==> src/rtl/oldland_lsu_pkg.sv <==
// rtl/oldland_lsu_pkg.sv - shared encodings, FSM states and size-mask helper for the load/store unit
package oldland_lsu_pkg;

  localparam logic [1:0] W_BYTE   = 2'b00;
  localparam logic [1:0] W_HALF   = 2'b01;
  localparam logic [1:0] W_WORD   = 2'b10;
  localparam logic [1:0] W_DOUBLE = 2'b11;

  typedef enum logic [1:0] {
    S_IDLE,
    S_BUS,
    S_DONE
  } state_t;

  function automatic logic [7:0] size_mask(input logic [1:0] width);
    case (width)
      W_BYTE:  size_mask = 8'h01;
      W_HALF:  size_mask = 8'h03;
      W_WORD:  size_mask = 8'h0f;
      default: size_mask = 8'hff;
    endcase
  endfunction

endpackage

==> src/rtl/oldland_lsu_lane.sv <==
// rtl/oldland_lsu_lane.sv - byte-lane steering: store shift/bytesel and load shift/truncate/extend
module oldland_lsu_lane
  import oldland_lsu_pkg::*;
#(
  parameter int DW = 32,
  localparam int BW = DW / 8,
  localparam int OW = $clog2(BW)
) (
  input  logic [1:0]    width_i,
  input  logic          signed_ld_i,
  input  logic [OW-1:0] offset_i,
  input  logic [DW-1:0] mdr_i,
  input  logic [DW-1:0] d_data_i,
  output logic [BW-1:0] bytesel_o,
  output logic [DW-1:0] wr_val_o,
  output logic [DW-1:0] rd_val_o
);

  logic [BW-1:0] mask;
  logic [DW-1:0] shifted;
  logic [DW-1:0] keep;
  logic          sign;

  always_comb begin
    mask      = BW'(size_mask(width_i));
    bytesel_o = mask << offset_i;
    wr_val_o  = mdr_i << {offset_i, 3'b000};
    shifted   = d_data_i >> {offset_i, 3'b000};
    keep      = '0;
    for (int i = 0; i < BW; i++) begin
      keep[8*i +: 8] = {8{mask[i]}};
    end
    case (width_i)
      W_BYTE:  sign = shifted[7];
      W_HALF:  sign = shifted[15];
      W_WORD:  sign = shifted[31];
      default: sign = 1'b0;
    endcase
    // Bits outside the access size are filled with the sign bit or zero.
    rd_val_o = (shifted & keep) | ({DW{signed_ld_i & sign}} & ~keep);
  end

endmodule

==> src/rtl/oldland_lsu.sv <==
// rtl/oldland_lsu.sv - load/store unit: alignment check, registered data-bus cycle, writeback and faults
module oldland_lsu
  import oldland_lsu_pkg::*;
#(
  parameter int DW      = 32,
  parameter int TIMEOUT = 255
) (
  input  logic            clk,
  input  logic            rst,
  input  logic            load,
  input  logic            store,
  input  logic            signed_ld,
  input  logic [1:0]      width,
  input  logic [31:0]     addr,
  input  logic [DW-1:0]   mdr,
  input  logic [DW-1:0]   wr_val,
  input  logic            update_rd,
  input  logic [2:0]      rd_sel,
  output logic            stall,
  output logic [DW-1:0]   reg_wr_val,
  output logic            update_rd_out,
  output logic [2:0]      rd_sel_out,
  output logic            complete,
  output logic            fault,
  output logic [31:0]     fault_addr,
  output logic [31:0]     d_addr,
  output logic [DW/8-1:0] d_bytesel,
  output logic            d_wr_en,
  output logic [DW-1:0]   d_wr_val,
  output logic            d_access,
  input  logic [DW-1:0]   d_data,
  input  logic            d_ack,
  input  logic            d_error
);

  localparam int BW = DW / 8;
  localparam int OW = $clog2(BW);
  localparam int CW = (TIMEOUT > 0) ? $clog2(TIMEOUT + 1) : 1;

  state_t          state_q;
  logic [31:0]     addr_q;
  logic [1:0]      width_q;
  logic            signed_q;
  logic            load_q;
  logic [CW-1:0]   cnt_q;
  logic [CW-1:0]   cnt_d;
  logic            stall_q, complete_q, fault_q, update_rd_q, d_access_q, d_wr_en_q;
  logic [DW-1:0]   reg_wr_val_q, d_wr_val_q;
  logic [2:0]      rd_sel_out_q;
  logic [31:0]     fault_addr_q, d_addr_q;
  logic [BW-1:0]   d_bytesel_q;

  logic            misaligned;
  logic            timeout_hit;
  logic [1:0]      lane_width;
  logic [OW-1:0]   lane_off;
  logic [BW-1:0]   lane_bytesel;
  logic [DW-1:0]   lane_wr_val;
  logic [DW-1:0]   lane_rd_val;

  always_comb begin
    case (width)
      W_BYTE:  misaligned = 1'b0;
      W_HALF:  misaligned = addr[0];
      W_WORD:  misaligned = |addr[1:0];
      default: misaligned = (DW == 32) || (|addr[2:0]);
    endcase
    // The lane is shared: live request fields in IDLE, captured ones while on the bus.
    lane_width  = (state_q == S_IDLE) ? width : width_q;
    lane_off    = (state_q == S_IDLE) ? addr[OW-1:0] : addr_q[OW-1:0];
    cnt_d       = (cnt_q == {CW{1'b1}}) ? cnt_q : cnt_q + CW'(1);
    timeout_hit = (TIMEOUT > 0) && (cnt_d == CW'(TIMEOUT));
  end

  oldland_lsu_lane #(.DW(DW)) u_lane (
    .width_i     (lane_width),
    .signed_ld_i (signed_q),
    .offset_i    (lane_off),
    .mdr_i       (mdr),
    .d_data_i    (d_data),
    .bytesel_o   (lane_bytesel),
    .wr_val_o    (lane_wr_val),
    .rd_val_o    (lane_rd_val)
  );

  always_ff @(posedge clk) begin
    if (rst) begin
      state_q      <= S_IDLE;
      addr_q       <= '0;
      width_q      <= '0;
      signed_q     <= 1'b0;
      load_q       <= 1'b0;
      cnt_q        <= '0;
      stall_q      <= 1'b0;
      complete_q   <= 1'b0;
      fault_q      <= 1'b0;
      update_rd_q  <= 1'b0;
      d_access_q   <= 1'b0;
      d_wr_en_q    <= 1'b0;
      reg_wr_val_q <= '0;
      d_wr_val_q   <= '0;
      rd_sel_out_q <= '0;
      fault_addr_q <= '0;
      d_addr_q     <= '0;
      d_bytesel_q  <= '0;
    end else begin
      case (state_q)
        S_IDLE: begin
          complete_q <= 1'b0;
          fault_q    <= 1'b0;
          if (load || store) begin
            update_rd_q  <= 1'b0;
            rd_sel_out_q <= rd_sel;
            if (misaligned) begin
              fault_q      <= 1'b1;
              fault_addr_q <= addr;
            end else begin
              state_q     <= S_BUS;
              stall_q     <= 1'b1;
              d_access_q  <= 1'b1;
              d_addr_q    <= {addr[31:OW], {OW{1'b0}}};
              d_bytesel_q <= lane_bytesel;
              d_wr_val_q  <= lane_wr_val;
              d_wr_en_q   <= store;
              addr_q      <= addr;
              width_q     <= width;
              signed_q    <= signed_ld;
              load_q      <= load;
              cnt_q       <= '0;
            end
          end else begin
            reg_wr_val_q <= wr_val;
            update_rd_q  <= update_rd;
            rd_sel_out_q <= rd_sel;
          end
        end
        S_BUS: begin
          if (d_error || d_ack || timeout_hit) begin
            state_q    <= S_DONE;
            d_access_q <= 1'b0;
            if (d_error || !d_ack) begin
              fault_q      <= 1'b1;
              fault_addr_q <= addr_q;
            end else begin
              complete_q  <= 1'b1;
              update_rd_q <= load_q;
              if (load_q) reg_wr_val_q <= lane_rd_val;
            end
          end else begin
            cnt_q <= cnt_d;
          end
        end
        S_DONE: begin
          state_q     <= S_IDLE;
          stall_q     <= 1'b0;
          complete_q  <= 1'b0;
          fault_q     <= 1'b0;
          update_rd_q <= 1'b0;
        end
        default: state_q <= S_IDLE;
      endcase
    end
  end

  assign stall         = stall_q;
  assign reg_wr_val    = reg_wr_val_q;
  assign update_rd_out = update_rd_q;
  assign rd_sel_out    = rd_sel_out_q;
  assign complete      = complete_q;
  assign fault         = fault_q;
  assign fault_addr    = fault_addr_q;
  assign d_addr        = d_addr_q;
  assign d_bytesel     = d_bytesel_q;
  assign d_wr_en       = d_wr_en_q;
  assign d_wr_val      = d_wr_val_q;
  assign d_access      = d_access_q;

endmodule
==> config.mk <==
export PLATFORM = sky130hd
export DESIGN_NAME = oldland_lsu
export DESIGN_NICKNAME = d
export VERILOG_FILES = /design/src/rtl/oldland_lsu_pkg.sv /design/src/rtl/oldland_lsu_lane.sv /design/src/rtl/oldland_lsu.sv
export SDC_FILE = /design/constraint.sdc
export NUM_CORES = 1
export LEC_CHECK = 0
export BUFFER_PORTS_ARGS = -buffer_cell sky130_fd_sc_hd__buf_2
export CORE_MARGIN = 2
export CORE_UTILIZATION = 39
export DETAILED_ROUTE_END_ITERATION = 8
export PLACE_DENSITY = 0.7
export SETUP_SLACK_MARGIN = 0.3
export SYNTH_ARGS = -nofsm -noshare
export SYNTH_HDL_FRONTEND = slang
export SYNTH_SLANG_ARGS = --single-unit
==> constraint.sdc <==
create_clock -name clk -period 6.3 [get_ports clk]
set_input_delay 1.575 -clock clk [delete_from_list [all_inputs] [get_ports clk]]
set_output_delay 1.575 -clock clk [all_outputs]
set_load 0.005 [all_outputs]
Yosys cells after proc, flatten, opt, wreduce, memory -nomap -nowiden
Index checks and enable logic that the tools add are counted.
{"block": "totals", "memories": 0, "romBits": 0, "wordCells": 110, "latchBits": 0, "ramBits": 0, "ff_bits": 185}
{"block": "op_classes", "bitwise": 6, "n_mux": 41, "div_mod_pow": 0, "n_addsub": 1, "eq_ne": 17, "shift": 3, "order_cmp": 0, "reduce_logical": 24, "n_mul": 0}
{"operator": "32-bit 2-to-1 mux", "count": 8}
{"operator": "32-bit one-hot mux with 2 select lines", "count": 2}
{"operator": "32-bit AND", "count": 2}
{"operator": "8-bit 2-to-1 mux", "count": 4}
{"operator": "32-bit inverter", "count": 1}
{"operator": "32-bit bitwise OR", "count": 1}
{"operator": "32-bit by 5-bit << shifter with 32-bit output", "count": 1}
{"operator": "32-bit by 5-bit right shift with 32-bit output", "count": 1}
{"operator": "3-bit AND reduction", "count": 6}
{"operator": "8-bit == test (second input constant)", "count": 2}
{"operator": "2-bit inequality test (second input constant)", "count": 8}
{"operator": "8-bit one-hot mux with 2 select lines", "count": 1}
{"operator": "1-bit 2-to-1 mux", "count": 12}
{"operator": "1-bit one-hot mux with 3 select lines", "count": 4}
{"operator": "4-bit one-hot mux with 3 select lines", "count": 1}
{"operator": "2-bit 2-to-1 mux", "count": 5}
{"operator": "5-bit AND reduction", "count": 2}
{"operator": "8-bit by 1-bit adder with 8-bit output (second input constant)", "count": 1}
{"operator": "4-bit AND reduction", "count": 2}
{"operator": "2-bit by 1-bit == test with 1-bit output (second input constant)", "count": 3}
{"operator": "2-bit == test (second input constant)", "count": 3}
{"operator": "2-bit zero test", "count": 3}
{"operator": "1-bit one-hot mux with 2 select lines", "count": 3}
{"operator": "2-bit nonzero test", "count": 3}
{"operator": "9 further kinds", "count": 13}

Depth between registers and ports, before layout
Gate-level depths: netlist (run 1).
{"block": "logic_depth", "ltp_word": 11, "mapped_depth": 11, "ltp_nobuf": 8}

Modules after synthesis
Synthesis (run 1) repeated with hierarchy kept, for this count alone.
{"block": "hier_totals", "hier_cells": 981, "hier_area_um2": 8235.4}
{"mod": "oldland_lsu", "area_per_inst_um2": 6921.6, "cells_per_inst": 786, "n_inst": 1}
{"mod": "oldland_lsu_lane", "area_per_inst_um2": 1313.8, "cells_per_inst": 195, "n_inst": 1}

Worst setup path before layout (run 1)
No wires, ideal clock.
{"block": "synth_timing", "kind": "input -> register", "start": "in addr[1]", "end": "reg reg_wr_val_q[20], in the netlist reg_wr_val[20]", "setup_time_ps": 150, "arrival_time_ps": 3075, "t_required_ps": 6150, "stages": 8, "slack_ps": 3075, "cell_sequence": "buf_2 mux2i_4 mux2i_1 mux2_2 o22ai_2 nor3_2 buf_6 a221oi_2"}
{"block": "synth_via", "elab_chain_len": 10}
{"item": "start, declared", "line_no": "oldland_lsu.sv:14", "rtl": "input logic [31:0] addr,"}
{"item": "2-bit 2-to-1 mux (*)", "line_no": "oldland_lsu.sv:70", "rtl": "lane_off = (state_q == S_IDLE) ? addr[OW-1:0] : addr_q[OW-1:0];"}
{"item": "32-bit by 5-bit right shift with 32-bit output (*)", "line_no": "oldland_lsu_lane.sv:28", "rtl": "shifted = d_data_i >> {offset_i, 3'b000};"}
{"item": "1-bit one-hot mux with 3 select lines", "line_no": "oldland_lsu_lane.sv:33", "rtl": "case (width_i)"}
{"item": "1-bit AND", "line_no": "oldland_lsu_lane.sv:40", "rtl": "rd_val_o = (shifted & keep) | ({DW{signed_ld_i & sign}} & ~keep);"}
{"item": "32-bit AND", "line_no": "oldland_lsu_lane.sv:40"}
{"item": "32-bit bitwise OR (*)", "line_no": "oldland_lsu_lane.sv:40"}
{"item": "32-bit 2-to-1 mux (*)", "line_no": "oldland_lsu.sv:147", "rtl": "if (load_q) reg_wr_val_q <= lane_rd_val;"}
{"item": "32-bit 2-to-1 mux (*)", "line_no": "oldland_lsu.sv:141", "rtl": "if (d_error || !d_ack) begin"}
{"item": "32-bit 2-to-1 mux (*)", "line_no": "oldland_lsu.sv:138", "rtl": "if (d_error || d_ack || timeout_hit) begin"}
{"item": "32-bit one-hot mux with 2 select lines (*)", "line_no": "oldland_lsu.sv:107", "rtl": "case (state_q)"}
{"item": "end signal, assigned", "line_no": "oldland_lsu.sv:132", "rtl": "reg_wr_val_q <= wr_val;"}
{"item": "end signal, assigned", "line_no": "oldland_lsu.sv:147"}
{"item": "end, declared", "line_no": "oldland_lsu.sv:48", "rtl": "logic [DW-1:0] reg_wr_val_q, d_wr_val_q;"}
Mark *: on every way between the ends. The rest lies on a longest branch, timed or not. The select of a mux whose other input is x is not followed.
A chain may end at the register's enable or synchronous reset.

Worst setup path after layout (run 1)
{"block": "layout_timing", "start": "in addr[0]", "end": "reg fault_addr_q[28], in the netlist fault_addr[28]"}
{"block": "layout_via", "elab_chain_len": 4}
{"item": "2-bit OR reduction", "line_no": "oldland_lsu.sv:65", "rtl": "W_WORD: misaligned = |addr[1:0];"}
{"item": "1-bit one-hot mux with 3 select lines (*)", "line_no": "oldland_lsu.sv:62", "rtl": "case (width)"}
{"item": "2-bit inequality test (no source line) (*)"}
{"item": "5-bit AND reduction (no source line) (*)"}
{"item": "end signal, assigned", "line_no": "oldland_lsu.sv:116", "rtl": "fault_addr_q <= addr;"}
{"item": "end signal, assigned", "line_no": "oldland_lsu.sv:143", "rtl": "fault_addr_q <= addr_q;"}
{"item": "end, declared", "line_no": "oldland_lsu.sv:50", "rtl": "logic [31:0] fault_addr_q, d_addr_q;"}
Mark *: on every way between the ends. The rest lies on a longest branch, timed or not.

==> results.rst, run 1 <==
.. list-table::
   :header-rows: 1

   * - Metric
     - Value
   * - Max-capacitance violation count
     - 0
   * - Cell with the largest stage delay on the worst path
     - sky130_fd_sc_hd__and2_1
   * - Fraction of synthesis flops using an asynchronous set or reset pin
     - 0%
   * - Dominant combinational cell family by area after synthesis
     - compound AO/OA/AOI/OAI gates
   * - Unique masters post-synth
     - 60
   * - Crit start category
     - input port
   * - Share of the synthesized area in compound gates (AO/OA/AOI/OAI)
     - a little under a quarter
   * - Worst slew slack as a fraction of its limit
     - between 10% and 20%
   * - Dominant synthesized flop cell
     - sky130_fd_sc_hd__dfxtp_1
   * - Length of the first detailed-routing pass in iterations
     - 7
   * - Class of the tightest hold or removal check
     - flip-flop to flip-flop
   * - Avg Vias per Cell
     - 5.46
   * - Die boundary width
     - approximately 150 microns
   * - Cell family with the largest share of critical-path delay
     - simple AND/OR/NAND/NOR gates
   * - Post-synth EDFFs
     - 0
   * - Peak supply drop
     - 177 uV
   * - RR Startpoint
     - state_q[1]$_SDFFE_PP0P_
   * - Total number of yosys warnings
     - 0
   * - Floorplan die area
     - 21300 sq um
   * - Hold slack final
     - 444 ps
   * - Share of synthesized area occupied by flip-flops and latches
     - 39.4%
   * - CTS Hold Buffers Added
     - 0
   * - First-pass GRT wire length
     - approximately 40000 microns
   * - Unrepaired setup endpoints after global routing
     - no
   * - Initial Utilization
     - 40.1%
   * - Post-CTS resize count
     - 0
   * - Length in cells of the worst reg-to-reg path
     - 11
   * - Final setup skew
     - between 10 and 15 ps
   * - Mapped Cells
     - 995
   * - # diodes
     - 0
   * - Total Neg Setup Slack
     - 0 ps
   * - Core region area
     - 19700 sq um
   * - Peak Freq
     - about 0.26 GHz
   * - Start-to-end type of the worst setup path
     - input port to flip-flop
   * - Avg Inst Size Synth
     - 7.92 sq um
   * - Leakage power total
     - 4.19 nW
   * - Worst hold path depth
     - 2
   * - Via count
     - approximately 8000
   * - Number of antenna violations at the first check in global routing
     - 2
   * - Highest net fanout along the worst path
     - 33
   * - Standard-cell rows
     - 51
   * - Number of placed instances, taps included
     - 1436
   * - Pin count of the biggest net entering global routing
     - 88
   * - Flop and latch count out of synthesis
     - between 150 and 200
   * - Hold Crit Start
     - reg_wr_val[12]$_SDFFE_PP0P_
   * - Post-detailed-placement half-perimeter wirelength
     - between 15000 and 20000 microns
   * - Buffers plus inverters on the worst setup path
     - 2
   * - Root Buffer Master
     - sky130_fd_sc_hd__clkbuf_16
   * - Postcts setup bufs
     - 0
   * - Non-filler cells in the finished layout
     - 1468
   * - DRC violation count after routing
     - 0
   * - Tcrit/Tclk final
     - 61.4%
   * - GRT Overall Usage
     - a little under a quarter
   * - Adder-cell area share of the yosys netlist
     - 0.794%
   * - Parity-gate share of the synthesized area counting xor and xnor cells
     - 0%
   * - Vias in the first global route
     - 7478
   * - Slew Limit Fails
     - 0
   * - Average wire per standard cell
     - 17.1 microns
   * - Simple-gate area share of the yosys netlist
     - just under 20%
   * - Clock latency reported for the late side of the worst-skew pair
     - 430 ps
   * - Final weighted congestion in routability-driven placement
     - 0.882
   * - Remaining global-route overflow
     - 0
   * - Setup violation total in the final timing report
     - 0
   * - Endpoint kind of the worst setup timing path
     - flip-flop
   * - R2r setup slk
     - 2860 ps
   * - Number of nets with antenna violations after routing
     - 0
   * - Status
     - finished, final reports clean
   * - Reg clk slew, reported paths
     - 70 ps
   * - Buffers from clock root to sink, at most
     - 2
   * - Hold EP
     - reg_wr_val[12]$_SDFFE_PP0P_
   * - Detailed router's first-iteration violation count
     - 477
   * - Multiplexer fraction of the synthesized cell area
     - just over 8%
   * - Data required time of the worst path
     - around 6500 ps
   * - Post-placement setup slack
     - 1980 ps
   * - Area Growth Syn to Fin
     - 23.1%
   * - Fin worst setup slack
     - 2430 ps
   * - Reg2Reg Capture Point
     - reg_wr_val[17]$_SDFFE_PP0P_
   * - Num ports
     - 282
   * - PD cells
     - 327 nW/um^2
   * - CTS tree
     - built
   * - Final #Nets
     - 1336
   * - Number of hold violations in the final report
     - 0
   * - CTS Buf Count
     - 17
   * - Highest cell delay on the worst timing path
     - 980 ps
   * - Crit path DAT
     - ~4100 ps
   * - Die extent in y
     - about 150 microns
   * - Summed instance area of the synthesized netlist
     - 7880 sq um
   * - Worst path cell trace
     - buf_2 > o21a_1 > o21ai_1 > nand2b_1 > a211oi_4 > buf_4 > and2_1 > a211oi_1
   * - IO Port Bufs
     - 279
   * - Pin slew with the least headroom to its limit
     - about 1200 ps
   * - Max H-tree Level
     - 4
   * - Number of sinks handled by clock tree synthesis
     - 155
   * - Final critical-path required period
     - just under 4000 ps
   * - Wire length after detailed routing
     - 25100 microns
   * - Share of final-layout standard cells stronger than drive strength 1
     - 29.3%
[routing by layer]
layer | track usage, % | vias to the layer above | wire [microns]
li1 | - | 3865 | -
met1 | 29.1 | 3753 | 10800
met2 | 36.7 | 343 | 11800
met3 | 6.69 | 43 | 2110
met4 | 8.40 | 4 | 489
met5 | 0 | - | 18
[sequential cells by signal, indices dropped and copies added, names as in the netlist]
signal / cells
stall: 1
d_wr_en: 1
d_access: 1
rd_sel_out: 3
load_q: 1
complete: 1
update_rd_out: 1
fault_addr: 32
fault: 1
state_q: 2
d_bytesel: 4
reg_wr_val: 32
width_q: 2
d_wr_val: 32
signed_q: 1
addr_q: 31
cnt_q: 8
d_addr: 1
[worst reg2reg max path: stages (launching register included)]
cell and delay, ps:
sky130_fd_sc_hd__dfxtp_1 350, sky130_fd_sc_hd__inv_1 120, sky130_fd_sc_hd__ha_1 400, sky130_fd_sc_hd__buf_4 390
sky130_fd_sc_hd__mux2i_4 410, sky130_fd_sc_hd__buf_4 430, sky130_fd_sc_hd__mux2i_1 240, sky130_fd_sc_hd__mux2_2 240
sky130_fd_sc_hd__o22ai_2 80, sky130_fd_sc_hd__nor3_2 170, sky130_fd_sc_hd__buf_4 300, sky130_fd_sc_hd__a221oi_1 140
[cell usage after synthesis (all sizes together) (5+ instances only)]
cell / number / area, sq um
a211oi: 56 / 430
a21o: 9 / 67.6
a21oi: 133 / 666
a221oi: 17 / 211
a2bb2oi: 7 / 61.3
a31oi: 5 / 31.3
and2: 5 / 31.3
buf: 68 / 444
clkbuf: 48 / 181
dfxtp: 155 / 3100
ha: 5 / 62.6
inv: 6 / 22.5
mux2i: 58 / 593
nand2: 225 / 845
nand3: 45 / 225
nor2: 53 / 199
nor3: 14 / 75.1
o21ai: 26 / 141
o221ai: 8 / 76.3
[stage by stage]
step / instance area, sq um / util [%] / total power, W
after floorplan: 7880 / - / 0.00184
after global placement: 9120 / 46.4 / 0.00216
after detailed placement: 9120 / 46.4 / 0.00217
after CTS: 9700 / 49.3 / 0.00320
after global routing: 9700 / 49.3 / 0.00335
final: 9700 / 49.3 / 0.00318
[worst max-delay path by stage]
stage,startpoint,to,slack [ps],depth (start not counted)
finish,addr[0],fault_addr[28]$_SDFFE_PP0P_,2430,8
global route,addr[1],fault_addr[3]$_SDFFE_PP0P_,2230,8
CTS,addr[1],fault_addr[28]$_SDFFE_PP0P_,2410,8
detailed placement,addr[0],fault_addr[28]$_SDFFE_PP0P_,1980,8
global placement,addr[1],fault_addr[21]$_SDFFE_PP0P_,2070,8
floorplan,addr[1],reg_wr_val[20]$_SDFFE_PP0P_,3080,8
[layout by cell type (no fill, tap or decap), drive strengths merged, types with 8 or more instances in the layout]
| cell | n |
|---|---|
| buf | 291 |
| nand2 | 225 |
| dfxtp | 155 |
| a21oi | 133 |
| mux2i | 58 |
| a211oi | 56 |
| nor2 | 53 |
| nand3 | 45 |
| o21ai | 26 |
| clkbuf | 17 |
| a221oi | 17 |
| nor3 | 14 |
| inv | 13 |
| a21o | 9 |
| o221ai | 8 |
[cells by family after synthesis]
logic type               count (synthesis)
AO/OA/AOI/OAI                          284
multiplexers                            62
AND/OR/NAND/NOR                        366
buffers and inverters                  122
flip-flops                             155
other                                    1
adder cells (fa/ha/maj)                  5
[where the power goes]
group / total (W) / switching [W] / leakage [nW] / internal (W)
Clock: 0.00103 / 0.000468 / 0.282 / 0.000559
Combinational: 0.000947 / 0.000574 / 2.64 / 0.000372
Sequential: 0.00120 / 0.0000800 / 1.27 / 0.00112
Total: 0.00318 / 0.00112 / 4.19 / 0.00205
[area by class of cell]
class                           instances  area, sq um
Multi-Input combinational cell        719         4170
Tap cell                              265          332
Inverter                                6         22.5
Fill cell                            1972         9960
Clock buffer                           17          425
Clock inverter                         15          155
Sequential cell                       155         3100
Timing Repair Buffer                  291         1490
(Power assumes the default switching activity.)
==> run 2, diff against run 1 <==
Settings changed: ABC_AREA from default to 1, PLACE_DENSITY 0.7 to 0.72.
Clock period 6.3 ns to 3.2 ns, I/O delays scaled along.
==> run 2 against run 1 <==
Sequential power increased by 99%; wire length is 7.3% higher; clock power rose by 110%; core utilization increased by 0.27 points; first-iteration DRC count is 13% higher; via count grew 11%; critical path depth rose by 4; total power up 110%; synthesized cell count increased by 21%; highest routed layer unchanged.
==> results.rst, run 2 <==
.. list-table::
   :header-rows: 1

   * - Metric
     - Value
   * - Fraction of synthesis flops using an asynchronous set or reset pin
     - 0%
   * - Pin count of the biggest net entering global routing
     - 92
   * - Leakage power total
     - 4.85 nW
   * - Non-filler cells in the finished layout
     - ~1700
   * - Peak Freq
     - 0.372 GHz
   * - Reg clk slew, reported paths
     - 60 ps
   * - Data required time of the worst path
     - 3550 ps
   * - Die extent in y
     - 148 microns
   * - Vias in the first global route
     - 8068
   * - Fillers
     - about 2100
   * - First-pass GRT wire length
     - 41700 microns
   * - Start-to-end type of the worst setup path
     - flip-flop to flip-flop
   * - Length of the first detailed-routing pass in iterations
     - 5
   * - Core region area
     - about 20000 sq um
   * - Die boundary width
     - 148 microns
   * - DRC violation count after routing
     - 0
   * - IO Port Bufs
     - roughly 280
   * - Final critical-path required period
     - 2690 ps
   * - First element of the critical path
     - state_q[1]$_SDFFE_PP0P_
   * - Final weighted congestion in routability-driven placement
     - 0.852
   * - Unique masters post-synth
     - 35
   * - Cell family with the largest share of critical-path delay
     - simple AND/OR/NAND/NOR gates
   * - Worst hold path depth
     - 2
   * - Buffers from clock root to sink, at most
     - 2
   * - Unrepaired setup endpoints after global routing
     - no
   * - Wire length after detailed routing
     - 27000 microns
   * - CTS Buf Count
     - 17
   * - Fraction of synthesized cell area taken by the top area cell type
     - 38.3%
   * - Share of the synthesized area in compound gates (AO/OA/AOI/OAI)
     - 21.3%
   * - Number of placed instances, taps included
     - 1660
   * - Length in cells of the worst reg-to-reg path
     - 12
   * - Cell repeated most along the worst path
     - sky130_fd_sc_hd__nand2_1
   * - Number of hold violations in the final report
     - 0
   * - Share of synthesized area occupied by flip-flops and latches
     - 38.3%
   * - Class of the tightest hold or removal check
     - flip-flop to flip-flop
   * - Number of sinks handled by clock tree synthesis
     - 155
   * - Crit path DAT
     - roughly 3000 ps
   * - Total number of yosys warnings
     - 0
   * - Cell types with the highest counts after synthesis
     - 278 x sky130_fd_sc_hd__nand2_1, 158 x sky130_fd_sc_hd__a21oi_1, 155 x sky130_fd_sc_hd__dfxtp_1
   * - Buffers plus inverters on the worst setup path
     - 2
   * - Average wire per standard cell
     - roughly 16 microns
   * - Mapped Cells
     - 1208
   * - Slew Limit Fails
     - 0
   * - Post-synth EDFFs
     - 0
   * - Post-detailed-placement half-perimeter wirelength
     - between 15000 and 20000 microns
   * - Final setup skew
     - roughly 11 ps
   * - Dominant combinational cell family by area after synthesis
     - simple AND/OR/NAND/NOR gates
   * - CTS Hold Buffers Added
     - 0
   * - Number of nets with antenna violations after routing
     - 0
   * - Tcrit/Tclk final
     - 84.0%
   * - Max H-tree Level
     - 4
   * - Remaining global-route overflow
     - 0
   * - Final core occ
     - 49.6%
   * - Detailed router's first-iteration violation count
     - ~540
   * - Floorplan die area
     - 22000 sq um
   * - Worst slew slack as a fraction of its limit
     - 39.8%
   * - Flop and latch count out of synthesis
     - 155
   * - Overall power of the completed layout
     - approximately 0.0066 W
   * - Global-route met1 utilization
     - just over 30%
   * - GRT Overall Usage
     - 23.8%
   * - Endpoint kind of the worst setup timing path
     - flip-flop
   * - Worst path cell trace
     - inv_1 > ha_2 > nand2_1 > o21ai_4 > clkinvlp_4 > nand2_1 > nand3_1 > nand3_2 > nand3_2 > nand2_1 > nand3_1 > a21oi_1
   * - Parity-gate share of the synthesized area counting xor and xnor cells
     - 0.108%
   * - Peak supply drop
     - 317 uV
   * - Avg Inst Size Synth
     - approximately 6.7 sq um
   * - R2r setup slk
     - about 510 ps
   * - Simple-gate area share of the yosys netlist
     - 26.9%
   * - RR Startpoint
     - state_q[1]$_SDFFE_PP0P_
   * - Hold slack final
     - 452 ps
   * - Num ports
     - 282
   * - PD cells
     - 652 nW/um^2
   * - Hold EP
     - width_q[0]$_SDFFE_PP0P_
   * - Met2 GRT Util
     - 38.7%
   * - Hold Crit Start
     - width_q[0]$_SDFFE_PP0P_
   * - Summed instance area of the synthesized netlist
     - 8110 sq um
   * - Total Neg Setup Slack
     - 0 ps
   * - Avg Vias per Cell
     - 5.23
   * - CTS tree
     - built
   * - Reg2Reg Capture Point
     - reg_wr_val[26]$_SDFFE_PP0P_
   * - Highest net fanout along the worst path
     - 16
   * - Number of antenna violations at the first check in global routing
     - 5
   * - Crit start category
     - flip-flop
   * - Leading cell type in the layout, fill and taps excluded
     - sky130_fd_sc_hd__buf_2
   * - Grt met3 use
     - between 5 and 6%
   * - Dominant cells by area after synthesis
     - sky130_fd_sc_hd__dfxtp_1 38%, sky130_fd_sc_hd__nand2_1 13%, sky130_fd_sc_hd__a21oi_1 9.8%, sky130_fd_sc_hd__o21ai_0 8.5%, sky130_fd_sc_hd__nor2_1 4.9%
   * - Dominant synthesized flop cell
     - sky130_fd_sc_hd__dfxtp_1
   * - Pin slew with the least headroom to its limit
     - ~900 ps
   * - Initial Utilization
     - 39.9%
   * - Final #Nets
     - ~1600
   * - Library cell occupying the most area in the post-synthesis netlist
     - sky130_fd_sc_hd__dfxtp_1
   * - Adder-cell area share of the yosys netlist
     - less than 1%
   * - Highest cell delay on the worst timing path
     - 420 ps
   * - Area Growth Syn to Fin
     - 24.2%
   * - Max-capacitance violation count
     - 0
   * - Root Buffer Master
     - sky130_fd_sc_hd__clkbuf_16
   * - Share of final-layout standard cells stronger than drive strength 1
     - 26.6%
   * - Cell with the largest stage delay on the worst path
     - sky130_fd_sc_hd__ha_2
   * - Most common cell in the netlist
     - sky130_fd_sc_hd__nand2_1
   * - Status
     - finished, final reports clean
   * - Clock latency reported for the late side of the worst-skew pair
     - 420 ps
   * - Standard-cell rows
     - 52
   * - Commonest non-fill, non-tap cells in the layout
     - 278 x sky130_fd_sc_hd__buf_2, 277 x sky130_fd_sc_hd__nand2_1, 157 x sky130_fd_sc_hd__a21oi_1, 155 x sky130_fd_sc_hd__dfxtp_1, 137 x sky130_fd_sc_hd__o21ai_0
   * - Multiplexer fraction of the synthesized cell area
     - 0.864%
   * - Via count
     - 8899
   * - GRT Max-Usage Layer
     - met2
   * - Setup violation total in the final timing report
     - 0
-- run 2: cell count changes in the layout (fill, tap and decap cells not counted), moves of 9 or more --
cell                       change
sky130_fd_sc_hd__a211oi_1     -54
sky130_fd_sc_hd__o21ai_0     +114
sky130_fd_sc_hd__buf_4        +12
sky130_fd_sc_hd__nor2_1       +53
sky130_fd_sc_hd__a221oi_2     -10
sky130_fd_sc_hd__a21o_1        -9
sky130_fd_sc_hd__nand4_1      +31
sky130_fd_sc_hd__nand2_1      +52
sky130_fd_sc_hd__mux2i_1      -49
sky130_fd_sc_hd__or2_2        +16
sky130_fd_sc_hd__inv_1        +64
sky130_fd_sc_hd__a21oi_1      +24
sky130_fd_sc_hd__nand3_1      +12
-- run 2: final cells by class --
class | instances | area, sq um | area share (%)
clock buffers | 23 | 478 | 4.75
flip-flops and latches | 155 | 3100 | 30.8
well taps | 270 | 338 | 3.35
repair buffers | 304 | 1600 | 15.9
diodes | 6 | 15.0 | 0.149
multi-input cells | 853 | 4090 | 40.6
inverters | 82 | 314 | 3.12
clock inverters | 9 | 136 | 1.35
-- run 2: worst max path at each step --
stage,endpoint,cells after the start
global placement,reg_wr_val[23]$_SDFFE_PP0P_,11
floorplan,cnt_q[3]$_SDFFE_PP0P_,9
finish,reg_wr_val[26]$_SDFFE_PP0P_,12
detailed placement,reg_wr_val[24]$_SDFFE_PP0P_,11
global route,reg_wr_val[24]$_SDFFE_PP0P_,12
CTS,reg_wr_val[24]$_SDFFE_PP0P_,12
-- run 2: cell families (layout without fill, tap and decap cells) --
group | count (synthesis) | after routing
other | 1 | 8
buffers and inverters | 202 | 418
and+or+nand+nor | 509 | 509
DFF | 155 | 155
xor gates and xnor gates | 1 | 1
muxes | 7 | 7
adders and majority gates | 5 | 5
AOI/OAI and AO/OA | 328 | 329
-- run 2: what timing repair did --
item                                   4_1_cts  5_1_grt
pin swaps                                    1        0
gates resized for setup                      1        1
endpoints found under the hold margin        0        0
cloned                                       1        0
setup buffers                                0        3
setup endpoints to repair                   17       16
-- run 2: metrics by stage --
stage | worst slack (ps) | area, sq um
floorplan | 1170 | 8110
global placement | 388 | 9400
detailed placement | 227 | 9400
CTS | 497 | 10000
global route | 279 | 10100
finish | 513 | 10100
-- run 2: tightest hold or removal path: stages (launching register included) --
cell and delay, ps:
sky130_fd_sc_hd__dfxtp_1 300, sky130_fd_sc_hd__inv_1 60, sky130_fd_sc_hd__a21oi_1 50
-- run 2: power breakdown --
part / leakage (nW) / switching (W) / internal [W]
combinational: 3.28 / 0.00130 / 0.000743
clock: 0.294 / 0.000834 / 0.00130
sequential: 1.27 / 0.000174 / 0.00221
-- run 2: routing by layer --
layer  share of wire, %  routed length (microns)  vias to the layer above
met2                 46                    12400                      397
met5              0.041                       11                        -
li1                   -                        -                     4387
met4                2.4                      635                        2
met1                 43                    11700                     4069
met3                8.0                     2170                       44
